==> src/rtl/event_debouncer.sv <==
// Debounces a raw, asynchronous event line into a clean level plus a one-cycle
// press strobe. A two-flop synchronizer feeds a four-state qualification FSM.
module event_debouncer #(
  parameter logic [15:0] DEBOUNCE_CYCLES = 16'd1000
) (
  input  logic        clk,
  input  logic        reset,
  input  logic        raw_in,
  output logic        pulse,
  output logic        level,
  output logic        busy,
  output logic [1:0]  o_dbg_state,
  output logic [15:0] o_dbg_cnt
);

  typedef enum logic [1:0] {
    ST_IDLE         = 2'd0,
    ST_PRESS_WAIT   = 2'd1,
    ST_PRESSED      = 2'd2,
    ST_RELEASE_WAIT = 2'd3
  } state_t;

  localparam logic [15:0] LP_LAST = DEBOUNCE_CYCLES - 16'd1;

  logic   r_q1;
  logic   r_q2;
  logic   w_sync;
  state_t r_state;
  logic [15:0] r_cnt;
  logic   r_pulse;
  logic   r_level;
  logic   r_busy;

  always_ff @(posedge clk or negedge reset) begin
    if (!reset) begin
      r_q1 <= 1'b0;
      r_q2 <= 1'b0;
    end else begin
      r_q1 <= raw_in;
      r_q2 <= r_q1;
    end
  end

  assign w_sync = r_q2;

  // Outputs are updated together with the state so they always describe the
  // state being entered; pulse defaults low so it can only last one cycle.
  always_ff @(posedge clk or negedge reset) begin
    if (!reset) begin
      r_state <= ST_IDLE;
      r_cnt   <= 16'd0;
      r_pulse <= 1'b0;
      r_level <= 1'b0;
      r_busy  <= 1'b0;
    end else begin
      r_pulse <= 1'b0;
      case (r_state)
        ST_IDLE: begin
          if (w_sync) begin
            r_state <= ST_PRESS_WAIT;
            r_cnt   <= 16'd1;
            r_busy  <= 1'b1;
          end
        end
        ST_PRESS_WAIT: begin
          if (!w_sync) begin
            r_state <= ST_IDLE;
            r_cnt   <= 16'd0;
            r_busy  <= 1'b0;
          end else if (r_cnt == LP_LAST) begin
            r_state <= ST_PRESSED;
            r_cnt   <= 16'd0;
            r_pulse <= 1'b1;
            r_level <= 1'b1;
            r_busy  <= 1'b0;
          end else begin
            r_cnt <= r_cnt + 16'd1;
          end
        end
        ST_PRESSED: begin
          if (!w_sync) begin
            r_state <= ST_RELEASE_WAIT;
            r_cnt   <= 16'd1;
            r_busy  <= 1'b1;
          end
        end
        ST_RELEASE_WAIT: begin
          // A return to high here is a release glitch: back to PRESSED, no pulse.
          if (w_sync) begin
            r_state <= ST_PRESSED;
            r_cnt   <= 16'd0;
            r_busy  <= 1'b0;
          end else if (r_cnt == LP_LAST) begin
            r_state <= ST_IDLE;
            r_cnt   <= 16'd0;
            r_level <= 1'b0;
            r_busy  <= 1'b0;
          end else begin
            r_cnt <= r_cnt + 16'd1;
          end
        end
        default: begin
          r_state <= ST_IDLE;
          r_cnt   <= 16'd0;
          r_level <= 1'b0;
          r_busy  <= 1'b0;
        end
      endcase
    end
  end

  assign pulse       = r_pulse;
  assign level       = r_level;
  assign busy        = r_busy;
  assign o_dbg_state = r_state;
  assign o_dbg_cnt   = r_cnt;

endmodule
==> config.mk <==
export PLATFORM = sky130hd
export DESIGN_NAME = event_debouncer
export DESIGN_NICKNAME = d
export VERILOG_FILES = /design/src/rtl/event_debouncer.sv
export SDC_FILE = /design/constraint.sdc
export NUM_CORES = 1
export LEC_CHECK = 0
export CAP_MARGIN = 20
export CORE_MARGIN = 2
export CORE_UTILIZATION = 52
export CTS_BUF_LIST = sky130_fd_sc_hd__clkbuf_4
export CTS_CLUSTER_SIZE = 14
export DETAILED_ROUTE_END_ITERATION = 7
export PLACE_DENSITY = 0.81
export SLEW_MARGIN = 10
export SYNTH_ARGS = -nofsm -noshare
export SYNTH_HDL_FRONTEND = slang
export SYNTH_SLANG_ARGS = --single-unit
export TNS_END_PERCENT = 20
==> constraint.sdc <==
create_clock -name clk -period 2.6 [get_ports clk]
set_clock_uncertainty 0.2 [all_clocks]
set_input_delay 0.26 -clock clk [delete_from_list [all_inputs] [get_ports clk]]
set_output_delay 0.26 -clock clk [all_outputs]
set_load 0.02 [all_outputs]
# After elaboration in Yosys (flattened, before gate mapping)
# Index checks and enable logic that the tools add are counted.
dict set report word_totals {
  regBits 23
  latchBits 0
  ramBits 0
  mem_bits_ro 0
  in_bits 3
  output_inout_bits 21
  elab_cells 52
  mem_count 0
}
dict set report classes {
  add_sub_neg 1
  n_mul 0
  div_mod_pow 0
  magnitude_cmp 0
  eq_ne 12
  shift 0
  n_mux 27
  bitwise_logic 0
  n_reduce_logical 5
}
# op n
set ops {}
lappend ops {{$mux W16} 5}
lappend ops {{$pmux W16 S4} 1}
lappend ops {{$add A16 B1 Y16 const B} 1}
lappend ops {{$eq A16 B10 Y1 const B} 1}
lappend ops {{$mux W1} 12}
lappend ops {{$mux W2} 6}
lappend ops {{$ne A2 B2 Y1 const B} 6}
lappend ops {{$pmux W2 S4} 1}
lappend ops {{$ne A3 B3 Y1 const B} 2}
lappend ops {{$reduce_and A5 Y1} 1}
lappend ops {{$eq A2 B2 Y1 const B} 2}
lappend ops {{$pmux W1 S4} 1}
lappend ops {{$reduce_and A4 Y1} 1}
lappend ops {{$eq A2 B1 Y1 const B} 1}
lappend ops {{$logic_not A2 Y1} 1}
lappend ops {{$pmux W1 S2} 1}
lappend ops {{$reduce_and A2 Y1} 1}
lappend ops {{$reduce_bool A2 Y1} 1}

# Logic depth before layout (Yosys ltp)
dict set report depth {
  ltp_word 4
  ltp_mapped 7
  mapped_depth_nobuf 6
}

# Least setup slack after synthesis
# No wires, ideal clock.
dict set report synth_timing {
  path_kind {reg2reg}
  start {register r_cnt[0] (netlist: o_dbg_cnt[0])}
  end {register r_cnt[15] (netlist: o_dbg_cnt[15])}
  setup_ns 0.069
  arrival_time_ns 1.928
  t_required_ns 2.331
  setup_slack_ns 0.403
  path_stages_with_launch 8
  path_buffers 1
  cell_sequence {dfrtp_1 ha_1 nand3_1 nor4_4 or2_1 buf_6 or4_1 nand3_1}
}
dict set report synth_between {
  elab_chain_cells 4
  elab_cells_between_ends 6
  cone_classes {add/sub: 1; eq/ne: 1; mux: 4}
}
# item line
set synth_rtl {}
lappend synth_rtl {{start: declaration} 29} ;# logic [15:0] r_cnt;
lappend synth_rtl {{start signal: assignment} 77} ;# r_cnt <= r_cnt + 16'd1;
lappend synth_rtl {{start signal: assignment} 99} ;# r_cnt <= r_cnt + 16'd1;
lappend synth_rtl {{$add A16 B1 Y16 / $eq A16 B10 Y1 (equally long branches)} n/a}
lappend synth_rtl {{$mux W16 (*)} {70, 93}}
lappend synth_rtl {{$mux W16 (on tied branches)} {89, 66}}
lappend synth_rtl {{$pmux W16 S4 (*)} 57} ;# case (r_state)
# Mark *: on every way between the ends. The rest lies on a longest branch, timed or not.
# A chain may end at the register's enable or synchronous reset.

# Final worst setup path
dict set report layout_timing {
  start {register r_cnt[0] (netlist: o_dbg_cnt[0])}
  end {register r_cnt[12] (netlist: o_dbg_cnt[12])}
}
# The elaborated chain is that of the path after synthesis.

==> metrics.yaml <==
yosys:
  syn_nets: 134
  synth_cell_types: 32
  syn_inst: 130
  ys_seq_elements: 23
  syn_avg_cell_area_um2: 9.21
  synth-main-ff-cell: "dfrtp_1"
  async_flop_share_pct: 100
  synth_top_area_share_pct: 48.1
  syn_area_um2: 1200
  synth_enable_flop_cells: 0
  yosys.area.top_type: "dfrtp_1"
  ys.warnings.count: 0
  ys_seq_area_share_pct: 48.1
  yosys-top-cells-area: "dfrtp_1 (48%), nand2_1 (5.6%), a31oi_1 (5.2%)"
sta:
  relSlewSlack_pct: 51.4
  max_freq_ghz: 0.415
  timing.final.hold_violations: 0
  drv_slew: 0
  worst_slew_pin_slew_ns: 0.729
  layout_min_cycle_time_ns: 2.41
  tns_ns: 0
  final-setup-viol-count: 0
  grt_setup_unrepaired: "no"
  min_period_over_period_pct: 92.8
worst_setup_path:
  crit_fanout: 20
  r2r.worst_path.cells: 6
  critPathSlowestCell: "nor2_2"
  end_kind: "flop"
  cp_data_arrival_time_ns: 2.45
  critical_path.startpoint: "o_dbg_cnt[0]$_DFFE_PN0P_"
  worst-setup-path-type: "reg2reg"
  startpoint_type: "flop"
  path_cells: "ha_1 -> nand3_1 -> nor4_4 -> nor2_2 -> a41oi_1 -> a31oi_1"
  r2r_setup_slack_ns: 0.19
  rr_endpoint: "o_dbg_cnt[12]$_DFFE_PN0P_"
  r2r_start: "o_dbg_cnt[0]$_DFFE_PN0P_"
  worst_path_largest_cell_delay_ns: 0.60
  crit_required_ns: 2.64
final_layout:
  multiInputGateArea_um2: 567
  diodes: 0
  fin_nets: 159
  drive_gt1_share_pct: 9.74
  n_fill_cell: 169
  area.growth.synth_to_final_pct: 22.7
  seqCellArea_um2: 576
cts:
  clockBufferDepth: 2
  post_cts_resized: 0
  post_cts.repair.setup_buffers: 0
  clk_root_buffer_cell: "clkbuf_4"
  cts_hold_buffers: 0
  htree_levels: 1
  clk_latency_ns: 0.32
  cts_tree: "done"
  numCtsBuffers: 3
  cts.clk_slew.worst_paths_ns: 0.13
  numClockSinks: 23
pwr:
  powerDensity_nw_per_um2: 497
  swShare_pct: 31.0
  finalPower_mw: 0.730
  irDropWorstVdd_uv: 375
  combPwrFrac_pct: 19.6
  clockPowerShare_pct: 23.6
  p_int_mw: 0.504
  p_sw_mw: 0.226
  leakagePower_nw: 0.572
  power_frac_seq_pct: 56.8
global_route:
  grt-ovfl-total: 0
  grtUsageTotal_pct: 23.5
  grt_pass1_vias: 964
  grt_max_degree: 24
  grt_pass1_wl_mm: 4.62
  antenna_found_initial: 0
detailed_routing:
  viasPerCell: 6.09
  drc: 0
  ant_nets: 0
  wl_mm: 2.83
  dr.pass1.iters: 4
  drt_iter0_drc: 75
  num_vias: 1109
  routedWlPerCell_um: 15.5
flow_run:
  maxCapViolations: 0
die:
  rows: 17
  io_pins: 24
  coreArea_um2: 2190
  fp.dieW_um: 52.0
  start_util_pct: 54.7
  fp.dieH_um: 52.0
  dieArea_um2: 2700
min_path:
  hp-class: "in2async"
place:
  hpwl_mm: 1.94
  gp_congestion: 0.851
  io_buffers: 23
status:
  status: "completed"
layer usage:
metal / vias up / global-route usage [%] / part of all wire [%]
li1: 524 / - / -
met1: 521 / 31.5 / 44
met4: 0 / 11.4 / 1.5
met5: - / 0 / 0
met3: 7 / 4.60 / 6.9
met2: 57 / 36.1 / 48
critical path, delay by kind of cell, from the launching register on:
family	cells	cell delay [ns]
flops	1	0.45
fa+ha+maj	1	0.28
compound gates	2	0.45
simple gates	3	0.95
layout by cell type, fill, tap and decap left out, types with 4 or more instances in the layout:
master and count:
or3_1 4, nor2_1 9, dfrtp_1 23, o21ai_1 5, nor3_1 5, nand2_1 18
a21oi_1 9, clkdlybuf4s50_1 23, a31oi_1 10, nand3_1 8, inv_1 5
logic make-up after synthesis:
group                      after synthesis  synth area share, %
DFF                                     23                 48.1
AOI/OAI and AO/OA                       33                 16.6
muxes                                    2                 1.67
and+or+nand+nor                         60                 26.6
buffers and inverters                   10                 4.60
adders and majority gates                1                 1.04
xor gates and xnor gates                 1                 1.36
worst max-delay path by stage:
stage,to,slack (ns),depth (start not counted)
after global placement,o_dbg_cnt[15]$_DFFE_PN0P_,0.38,6
after CTS,o_dbg_cnt[12]$_DFFE_PN0P_,0.25,6
final,o_dbg_cnt[12]$_DFFE_PN0P_,0.19,6
after floorplan,o_dbg_cnt[15]$_DFFE_PN0P_,0.40,7
after detailed placement,o_dbg_cnt[12]$_DFFE_PN0P_,0.30,6
after global routing,o_dbg_cnt[12]$_DFFE_PN0P_,0.1,6
final cells by class:
cell class                 instances  share of cell area (%)
clock buffer                       3                    1.53
clock inverter                     1                   0.341
inverter                           5                    1.28
multi-input combinational         97                    38.6
sequential                        23                    39.2
tap                               28                    2.39
timing repair buffer              25                    16.7
sequential cells by signal, summed over array words and instances (netlist names), named ones only:
name and count:
o_dbg_cnt 16, busy 1, level 1, o_dbg_state 1, pulse 1, r_q1 1
r_q2 1
power by group through the flow:
stage / registers, mW / clock network, mW / logic, mW
2_1_floorplan: 0.435 / 0 / 0.0624
3_3_place_gp: 0.418 / 0 / 0.142
3_5_place_dp: 0.419 / 0 / 0.142
4_1_cts: 0.412 / 0.178 / 0.144
5_1_grt: 0.418 / 0.184 / 0.154
6_report: 0.414 / 0.173 / 0.143
synth_stat cells (3+ instances only):
master,number
a21oi_1,9
nor3_1,5
a31oi_1,10
dfrtp_1,23
inv_1,5
o21ai_0,3
o21ai_1,5
or3_1,4
nand2_1,18
nand4_1,3
nand3_1,8
nor2_1,9
per-stage QoR:
step | hold slack [ns] | util [%] | setup WS [ns] | cells | instance area (um^2)
floorplan | -0.236 | - | 0.403 | 130 | 1200
global placement | 0.144 | 65.8 | 0.378 | 178 | 1440
detailed placement | 0.146 | 65.8 | 0.296 | 178 | 1440
CTS | 0.0812 | 67.0 | 0.251 | 182 | 1470
global route | 0.0979 | 67.0 | 0.0973 | 182 | 1470
finish | 0.0741 | 67.0 | 0.188 | 182 | 1470
Power figures use the tool's default switching activity.
